File: config.mk
export PLATFORM = sky130hd
export DESIGN_NAME = thresholds_axilite_loader
export DESIGN_NICKNAME = d
export VERILOG_FILES = /design/src/rtl/thresholds_axilite_loader.sv
export SDC_FILE = /design/constraint.sdc
export NUM_CORES = 1
export LEC_CHECK = 0
export CAP_MARGIN = 20
export CELL_PAD_IN_SITES_DETAIL_PLACEMENT = 1
export CELL_PAD_IN_SITES_GLOBAL_PLACEMENT = 1
export CORE_ASPECT_RATIO = 0.6
export CORE_MARGIN = 4
export CORE_UTILIZATION = 21
export DETAILED_ROUTE_END_ITERATION = 8
export PLACE_DENSITY_LB_ADDON = 0.2
export SLEW_MARGIN = 20
export SYNTH_ARGS = -nofsm -noshare
export SYNTH_HDL_FRONTEND = slang
export SYNTH_SLANG_ARGS = --single-unit
File: constraint.sdc
create_clock -name ap_clk -period 1.1 [get_ports ap_clk]
set_input_delay 0.33 -clock ap_clk [delete_from_list [all_inputs] [get_ports ap_clk]]
set_output_delay 0.33 -clock ap_clk [all_outputs]
set_load 0.02 [all_outputs]
File: src/rtl/thresholds_axilite_loader.sv
// Purpose: reads K-bit threshold words from a stream and writes each one over AXI-lite to consecutive word addresses.
// Latency: 4 cycles per word with a zero-wait slave (fetch, issue, B wait, B accept); done rises the cycle after the last B.
// Backpressure: tready is high only in FETCH; AW/W are held stable until their handshakes; one write outstanding at a time.
module thresholds_axilite_loader #(
  parameter int K         = 8,
  parameter int SIGNED    = 1,
  parameter int COUNT     = 4,
  parameter int ADDR_BITS = 8,
  parameter int BASE_ADDR = 0
) (
  input  logic                     ap_clk,
  input  logic                     ap_rst_n,
  input  logic                     start,
  output logic                     busy,
  output logic                     done,
  output logic                     err,
  output logic                     s_axis_tready,
  input  logic                     s_axis_tvalid,
  input  logic [((K+7)/8)*8-1:0]   s_axis_tdata,
  output logic                     m_axilite_AWVALID,
  input  logic                     m_axilite_AWREADY,
  output logic [ADDR_BITS-1:0]     m_axilite_AWADDR,
  output logic [2:0]               m_axilite_AWPROT,
  output logic                     m_axilite_WVALID,
  input  logic                     m_axilite_WREADY,
  output logic [31:0]              m_axilite_WDATA,
  output logic [3:0]               m_axilite_WSTRB,
  input  logic                     m_axilite_BVALID,
  output logic                     m_axilite_BREADY,
  input  logic [1:0]               m_axilite_BRESP
);

  localparam int IW = (COUNT > 1) ? $clog2(COUNT) : 1;

  typedef enum logic [1:0] {
    S_IDLE  = 2'd0,
    S_FETCH = 2'd1,
    S_ISSUE = 2'd2,
    S_RESP  = 2'd3
  } state_t;

  state_t               r_state;
  state_t               w_state_nxt;
  logic [IW-1:0]        r_idx;
  logic                 r_done;
  logic                 r_err;
  logic                 r_tready;
  logic                 r_awvalid;
  logic                 r_wvalid;
  logic                 r_bready;
  logic [ADDR_BITS-1:0] r_awaddr;
  logic [31:0]          r_wdata;

  logic                 w_start_acc;
  logic                 w_s_fire;
  logic                 w_aw_done;
  logic                 w_w_done;
  logic                 w_b_fire;
  logic                 w_last;
  logic                 w_tready_nxt;
  logic                 w_awvalid_nxt;
  logic                 w_wvalid_nxt;
  logic                 w_bready_nxt;
  logic [31:0]          w_ext;
  logic [ADDR_BITS-1:0] w_addr;

  // Handshake decodes. A channel counts as done once its VALID has dropped
  // or its handshake is happening this cycle, so both orders and same-cycle work.
  assign w_start_acc = (r_state == S_IDLE) && start;
  assign w_s_fire    = r_tready && s_axis_tvalid;
  assign w_aw_done   = !r_awvalid || m_axilite_AWREADY;
  assign w_w_done    = !r_wvalid || m_axilite_WREADY;
  assign w_b_fire    = r_bready && m_axilite_BVALID;
  assign w_last      = (r_idx == IW'(COUNT - 1));
  assign w_addr      = ADDR_BITS'(BASE_ADDR) + ADDR_BITS'({r_idx, 2'b00});

  // Only the low K bits of the stream word carry the threshold.
  if (K < 32) begin : g_ext
    logic [31-K:0] w_fill;
    assign w_fill = (SIGNED != 0) ? {(32-K){s_axis_tdata[K-1]}} : '0;
    assign w_ext  = {w_fill, s_axis_tdata[K-1:0]};
  end else begin : g_full
    assign w_ext = s_axis_tdata[31:0];
  end

  // State register.
  always_ff @(posedge ap_clk) begin
    if (!ap_rst_n) r_state <= S_IDLE;
    else           r_state <= w_state_nxt;
  end

  // Next-state logic.
  always_comb begin
    w_state_nxt = r_state;
    case (r_state)
      S_IDLE:  if (start)                  w_state_nxt = S_FETCH;
      S_FETCH: if (w_s_fire)               w_state_nxt = S_ISSUE;
      S_ISSUE: if (w_aw_done && w_w_done)  w_state_nxt = S_RESP;
      S_RESP:  if (w_b_fire)               w_state_nxt = w_last ? S_IDLE : S_FETCH;
      default:                             w_state_nxt = S_IDLE;
    endcase
  end

  // Output decode: busy straight from state, everything else prepared for its register.
  always_comb begin
    busy          = (r_state != S_IDLE);
    w_tready_nxt  = (w_state_nxt == S_FETCH);
    w_bready_nxt  = (w_state_nxt == S_RESP);
    w_awvalid_nxt = w_s_fire || (r_awvalid && !m_axilite_AWREADY);
    w_wvalid_nxt  = w_s_fire || (r_wvalid && !m_axilite_WREADY);
  end

  // Registered outputs, word index and sticky status flags.
  always_ff @(posedge ap_clk) begin
    if (!ap_rst_n) begin
      r_tready  <= 1'b0;
      r_awvalid <= 1'b0;
      r_wvalid  <= 1'b0;
      r_bready  <= 1'b0;
      r_awaddr  <= '0;
      r_wdata   <= '0;
      r_idx     <= '0;
      r_done    <= 1'b0;
      r_err     <= 1'b0;
    end else begin
      r_tready  <= w_tready_nxt;
      r_awvalid <= w_awvalid_nxt;
      r_wvalid  <= w_wvalid_nxt;
      r_bready  <= w_bready_nxt;
      if (w_s_fire) begin
        r_wdata  <= w_ext;
        r_awaddr <= w_addr;
      end
      if (w_start_acc) begin
        r_idx  <= '0;
        r_done <= 1'b0;
        r_err  <= 1'b0;
      end
      if (w_b_fire) begin
        if (m_axilite_BRESP != 2'b00) r_err <= 1'b1;
        if (w_last) r_done <= 1'b1;
        else        r_idx  <= r_idx + IW'(1);
      end
    end
  end

  assign done              = r_done;
  assign err               = r_err;
  assign s_axis_tready     = r_tready;
  assign m_axilite_AWVALID = r_awvalid;
  assign m_axilite_AWADDR  = r_awaddr;
  assign m_axilite_AWPROT  = 3'b000;
  assign m_axilite_WVALID  = r_wvalid;
  assign m_axilite_WDATA   = r_wdata;
  assign m_axilite_WSTRB   = 4'hF;
  assign m_axilite_BREADY  = r_bready;

endmodule

==> impl_metrics.ini, run 1 <==
[run_status]
status = complete, but fails checks
violations = setup timing

[clock_network]
clock_path_buffers = 2
htree_num_levels = 1
clk_latency_ns = 0.26
cts_hold_buf = 0
cts_tree = done
clock_sinks = 20
clk_pin_slew_ns = 0.08
cts_buffers = 3
cts_root_buf = clkbuf_8

[routing]
drtIter0Drc = 6
via_count = 980
vias_per_cell = 3.97
wl_per_cell_um = 13.4
routed_wl_um = 3320
first_pass_iters = 4
post-route-drc-count = 0
drtAntennaViolNets = 0

[job]
drv_cap = 0

[global_routing]
grt_pass1_wl_um = 5040
antenna_found_initial = 0
grt_use_total_pct = 10.0
grt_pass1_vias = 985
grt_max_degree = 14
overflow = 0

[synthesis]
yosys_warnings = 0
ys_top_cells_by_area = dfxtp_1, buf_4, nand2_1
synthCells = 128
synthAdderAreaFrac_pct = 1.19
synth_xor_area_share_pct = 0
synth_top_cell_by_area = dfxtp_1
synth_area_per_cell_um2 = 8.20
synth_compound_area_share_pct = 13.0
synth_mux_area_share_pct = 0
yosysTopAreaCellShare_pct = 38.1
yosys.area_share.simple_pct = 18.6
synth_area_um2 = 1050
synth_top_family_by_area = buffers and inverters
ys_types = 25
synth-seq-cells = 20
synth-seq-area-share_pct = 38.1

[hold_path]
hold_class = input pin to register

[critical_path]
required_ns = 1.25
endpoint_kind = register
crit_type = register to register
crit_fanout = 4
cp.arrival_ns = 1.44
start_kind = register

[finish]
seq_area_um2 = 428
nets = 203
final_common_cell = buf_6
layout_common_cells = buf_6, buf_4, nand2_1, dfxtp_2, conb_1
layout-drive-gt1-share_pct = 59.8
antennaDiodeCount = 0
multi_input_area_um2 = 493
area_growth_pct = 78.9
stdcell_area_um2 = 1880
fillers = 542

[die]
ioPinCount = 71
coreArea_um2 = 4710
die_x_um = 99.3
core.rowCount = 19
die_area_um2 = 6230
die_h_um = 62.8
start_util_pct = 22.3

[pwr]
power.switching_uw = 564
swShare_pct = 29.0
p_per_area_nw_per_um2 = 1030
p_clk_share_pct = 29.0
leakage_uw = 0.000838
ir_drop_uv = 457
power.total_uw = 1940
p_int_uw = 1380
power_frac_comb_pct = 30.8
seqPwrFrac_pct = 40.2

[timing]
post-route-period-util_pct = 117
period_needed_ns = 1.29
setup_ws_ns = -0.189
rsz0062_at_grt = yes
clock-skew-final_ns = 0.00748
final_hold_viol_count = 0
slew_violations = 0
setup_viol = 34
fmax_mhz = 776

[place]
gp_congestion = 0.726
numPortBuffers = 57
place_hpwl_um = 2310
place_area_um2 = 1590
-- routing by layer --
layer  global-route usage, %  share of wire (%)  vias up  wire length (um)
li1                        -                  -      472                 -
met1                    12.8                 43      463              1420
met2                    15.7                 49       38              1610
met3                    3.34                6.7        7               221
met4                    3.58                1.8        0                61
met5                       0                  0        -                 0
-- per-stage QoR --
step	instances	hold slack, ns	worst slack, ns	setup TNS, ns	utilization (%)
final	247	0.364	-0.189	-4.51	39.9
after global routing	247	0.383	-0.221	-5.91	39.9
after CTS	244	0.460	-0.208	-4.75	37.1
after detailed placement	233	0.452	-0.529	-19.08	33.8
after global placement	233	0.444	-0.510	-18.26	33.8
after floorplan	139	0.452	-0.0310	-0.0516	-
-- cell families after synthesis --
| group | count (synthesis) |
|---|---|
| AOI/OAI and AO/OA | 21 |
| adders and majority gates | 1 |
| buffers and inverters | 42 |
| DFF | 20 |
| other | 2 |
| and+or+nand+nor | 42 |
-- registers in the layout (all words and copies together), names as in the netlist --
| name | flops |
|---|---|
| m_axilite_AWADDR | 2 |
| m_axilite_AWVALID | 1 |
| r_state | 2 |
| s_axis_tready | 1 |
| m_axilite_WDATA | 8 |
| m_axilite_WVALID | 1 |
| done | 1 |
| m_axilite_BREADY | 1 |
| r_idx | 2 |
| err | 1 |
-- worst max-delay path: stages (launching register included) --
cell and delay [ns]:
dfxtp_2 0.33, buf_6 0.11, or3b_4 0.43, o21a_4 0.14, a22oi_2 0.11, nor2_1 0.06
-- Yosys cell counts (all sizes together) --
library cell	n
nand2b	2
or2	1
o21ai	1
or3b	1
ha	1
nor3b	1
buf	38
o22ai	1
a21oi	15
clkinv	1
a31oi	1
conb	2
nand3	2
a2bb2oi	1
dfxtp	20
clkbuf	2
nor2	6
nand2	24
inv	1
and2	4
a22oi	1
o21a	1
nor3	1
-- power groups by stage --
| stage | registers (uW) | clock network (uW) | logic, uW |
|---|---|---|---|
| 2_1_floorplan | 828 | 0 | 286 |
| 3_3_place_gp | 794 | 0 | 487 |
| 3_5_place_dp | 797 | 0 | 489 |
| 4_1_cts | 777 | 584 | 546 |
| 5_1_grt | 786 | 631 | 635 |
| 6_report | 781 | 563 | 599 |
-- cell type report --
cell class                 count  area share [%]
clock buffer                   4            2.93
inverter                       2           0.466
sequential                    20            22.8
multi-input combinational     77            26.2
tap                           63            4.20
timing repair buffer          81            43.4
-- worst paths after layout --
path / end / slack, ns / cells after the start / start
worst max-delay path: r_idx[1] / -0.19 / 5 / r_state[0]
worst min register to register: m_axilite_AWADDR[3] / 0.46 / 2 / m_axilite_AWADDR[3]
worst max register to register: r_idx[1] / -0.19 / 5 / r_state[0]
worst min-delay path: s_axis_tready / 0.36 / 3 / ap_rst_n
-- repair_timing --
action | 4_1_cts | 5_1_grt
pin swaps | 11 | 9
gates resized for setup | 246 | 34
setup endpoints to repair | 59 | 56
setup buffers | 6 | 3
gates cloned | 1 | 0
Note: power is estimated with default switching activity, not from simulation.
==> inputs of run 2 (changes only) <==
--- a/config.mk
+++ b/config.mk
@@ -13,6 +13,7 @@
 export CORE_UTILIZATION = 21
 export DETAILED_ROUTE_END_ITERATION = 8
 export PLACE_DENSITY_LB_ADDON = 0.2
+export SETUP_SLACK_MARGIN = 0.5
 export SLEW_MARGIN = 20
 export SYNTH_ARGS = -nofsm -noshare
 export SYNTH_HDL_FRONTEND = slang
==> run 2 against run 1 <==
  * The flow still finishes with violations (setup timing)
  * Sequential cell count stayed put
  * Via count is 0.20% higher
  * Core utilization up 3.8 points
  * Highest routed layer is now met3
==> impl_metrics.ini, run 2 (same netlist as run 1, synthesis figures left out) <==
[run_status]
status = complete, but fails checks
violations = setup timing

[routing]
vias_per_cell = 3.96
first_pass_iters = 3
post-route-drc-count = 0
via_count = 982
wl_per_cell_um = 13.2
drtIter0Drc = 4
drtAntennaViolNets = 0
routed_wl_um = 3280

[place]
numPortBuffers = 57
place_ws_ns = -0.525
placedCellCount = 233
place_area_um2 = 1680
place_hpwl_um = 2370
gp_congestion = 0.704

[timing]
rsz0062_at_grt = yes
clock-skew-final_ns = 0.00158
slew_violations = 0
post-route-period-util_pct = 117
final_hold_viol_count = 0
fmax_mhz = 777
period_needed_ns = 1.29
hold_ws_ns = 0.466
setup_ws_ns = -0.186
setup_viol = 33

[pwr]
leakage_uw = 0.000860
ir_drop_uv = 345
p_per_area_nw_per_um2 = 922
power.total_uw = 1900

[finish]
stdcell_area_um2 = 2060
largest_reg_flops = 8
final_common_cell = buf_6
layout-drive-gt1-share_pct = 68.6
seq_area_um2 = 465
area_growth_pct = 95.8
multi_input_area_um2 = 562
layout_common_cells = buf_6, dfxtp_4, conb_1, nand2_1, buf_4
fillers = 510
nets = 205
antennaDiodeCount = 0
final_cells = 248

[critical_path]
max_stage_delay_ns = 0.33
cp.arrival_ns = 0.96
regToRegStartpoint = r_state[0]
rr_endpoint = err
regToRegSetupSlack_ns = -0.17
required_ns = 0.77
critPathBufInv = 1
crit_fanout = 2
cp_cell_sequence = or2_4 -> buf_6
endpoint_kind = output port
cp_top_family = flip-flops
r2r_cells = 5
cp_slowest_cell = dfxtp_2
crit_type = register to output port
start_kind = register

[hold_path]
hold_class = input pin to register
min_path_cells = 2
worstHoldStart = ap_rst_n
min_to = r_state[0]

[clock_network]
cts_hold_buf = 0
cts_buffers = 3
clock_path_buffers = 2
clk_latency_ns = 0.25
cts_tree = done
htree_num_levels = 1
clk_pin_slew_ns = 0.07
cts_root_buf = clkbuf_8
clock_sinks = 20

[global_routing]
grt_use_total_pct = 10.2
busiest_layer = met2
overflow = 0
gr-usage-met2_pct = 17.7
grt_pass1_vias = 1040
grt_use_met1_pct = 12.4
grt_util_met3_pct = 4.57
antenna_found_initial = 0
grt_pass1_wl_um = 5170
grt_max_degree = 13

[die]
die_h_um = 62.8
die_x_um = 99.3
core.rowCount = 19
ioPinCount = 71
die_area_um2 = 6230
coreArea_um2 = 4710
start_util_pct = 22.3

[job]
drv_cap = 0
## run 2: changes by cell type in the layout (fill, tap and decap cells not counted), moves of 2 or more
cell	change
buf_8	+9
dfxtp_4	+14
buf_6	+6
a21oi_1	-6
nand2_1	-10
nand2_8	+2
dfxtp_2	-12
clkdlybuf4s50_1	-2
dlygate4sd2_1	+2
buf_4	-15
nand2_2	+9
and2_1	+2
dfxtp_1	-2
a21oi_2	+6
## run 2: how the worst max path moves through the flow
stage / depth (start not counted) / startpoint / endpoint / slack (ns)
after floorplan: 1 / m_axilite_WDATA[7] / m_axilite_WDATA[10] / -0.02
after global placement: 5 / start / r_idx[1] / -0.49
after detailed placement: 5 / start / r_idx[1] / -0.53
after CTS: 5 / r_state[1] / r_idx[1] / -0.21
after global routing: 5 / r_state[0] / r_idx[1] / -0.22
final: 2 / r_state[0] / busy / -0.19
## run 2: metrics by stage
stage / setup TNS, ns / util, %
finish: -4.80 / 43.7
floorplan: -0.0444 / -
detailed placement: -18.69 / 35.6
global route: -6.27 / 43.7
CTS: -5.05 / 42.2
global placement: -17.74 / 35.6
## run 2: final cells by class
class,instances,share of cell area [%]
repair buffers,81,43.8
multi-input cells,79,27.3
flip-flops and latches,20,22.6
clock buffers,3,2.01
inverters,2,0.426
well taps,63,3.83
## run 2: layer usage
metal,vias up,share of wire [%]
met4,0,0
met2,41,47
met1,458,45
met5,-,0
li1,483,-
met3,0,8.6
## run 2: repair_timing
| item | CTS | global route |
|---|---|---|
| pin swaps | 10 | 4 |
| endpoints found under the hold margin | 0 | 0 |
| gates cloned | 2 | 1 |
| resized for setup | 289 | 12 |
| buffers inserted | 7 | 2 |
| endpoints found under the setup margin | 61 | 61 |
## run 2: where the power goes
group	leakage [uW]	internal (uW)	switching, uW	total, uW
clock network	0.0000216	244	238	482
logic	0.000662	332	319	651
registers	0.000176	734	28.4	762
total	0.000860	1310	586	1900
==> inputs of run 3 (changes only) <==
--- a/config.mk
+++ b/config.mk
@@ -5,12 +5,13 @@
 export SDC_FILE = /design/constraint.sdc
 export NUM_CORES = 1
 export LEC_CHECK = 0
-export CAP_MARGIN = 20
+export CAP_MARGIN = 25
 export CELL_PAD_IN_SITES_DETAIL_PLACEMENT = 1
 export CELL_PAD_IN_SITES_GLOBAL_PLACEMENT = 1
 export CORE_ASPECT_RATIO = 0.6
 export CORE_MARGIN = 4
 export CORE_UTILIZATION = 21
+export CTS_CLUSTER_DIAMETER = 120
 export DETAILED_ROUTE_END_ITERATION = 8
 export PLACE_DENSITY_LB_ADDON = 0.2
 export SETUP_SLACK_MARGIN = 0.5
==> results of run 3 <==
Final layout, timing and power as in run 2 (identical DEF).
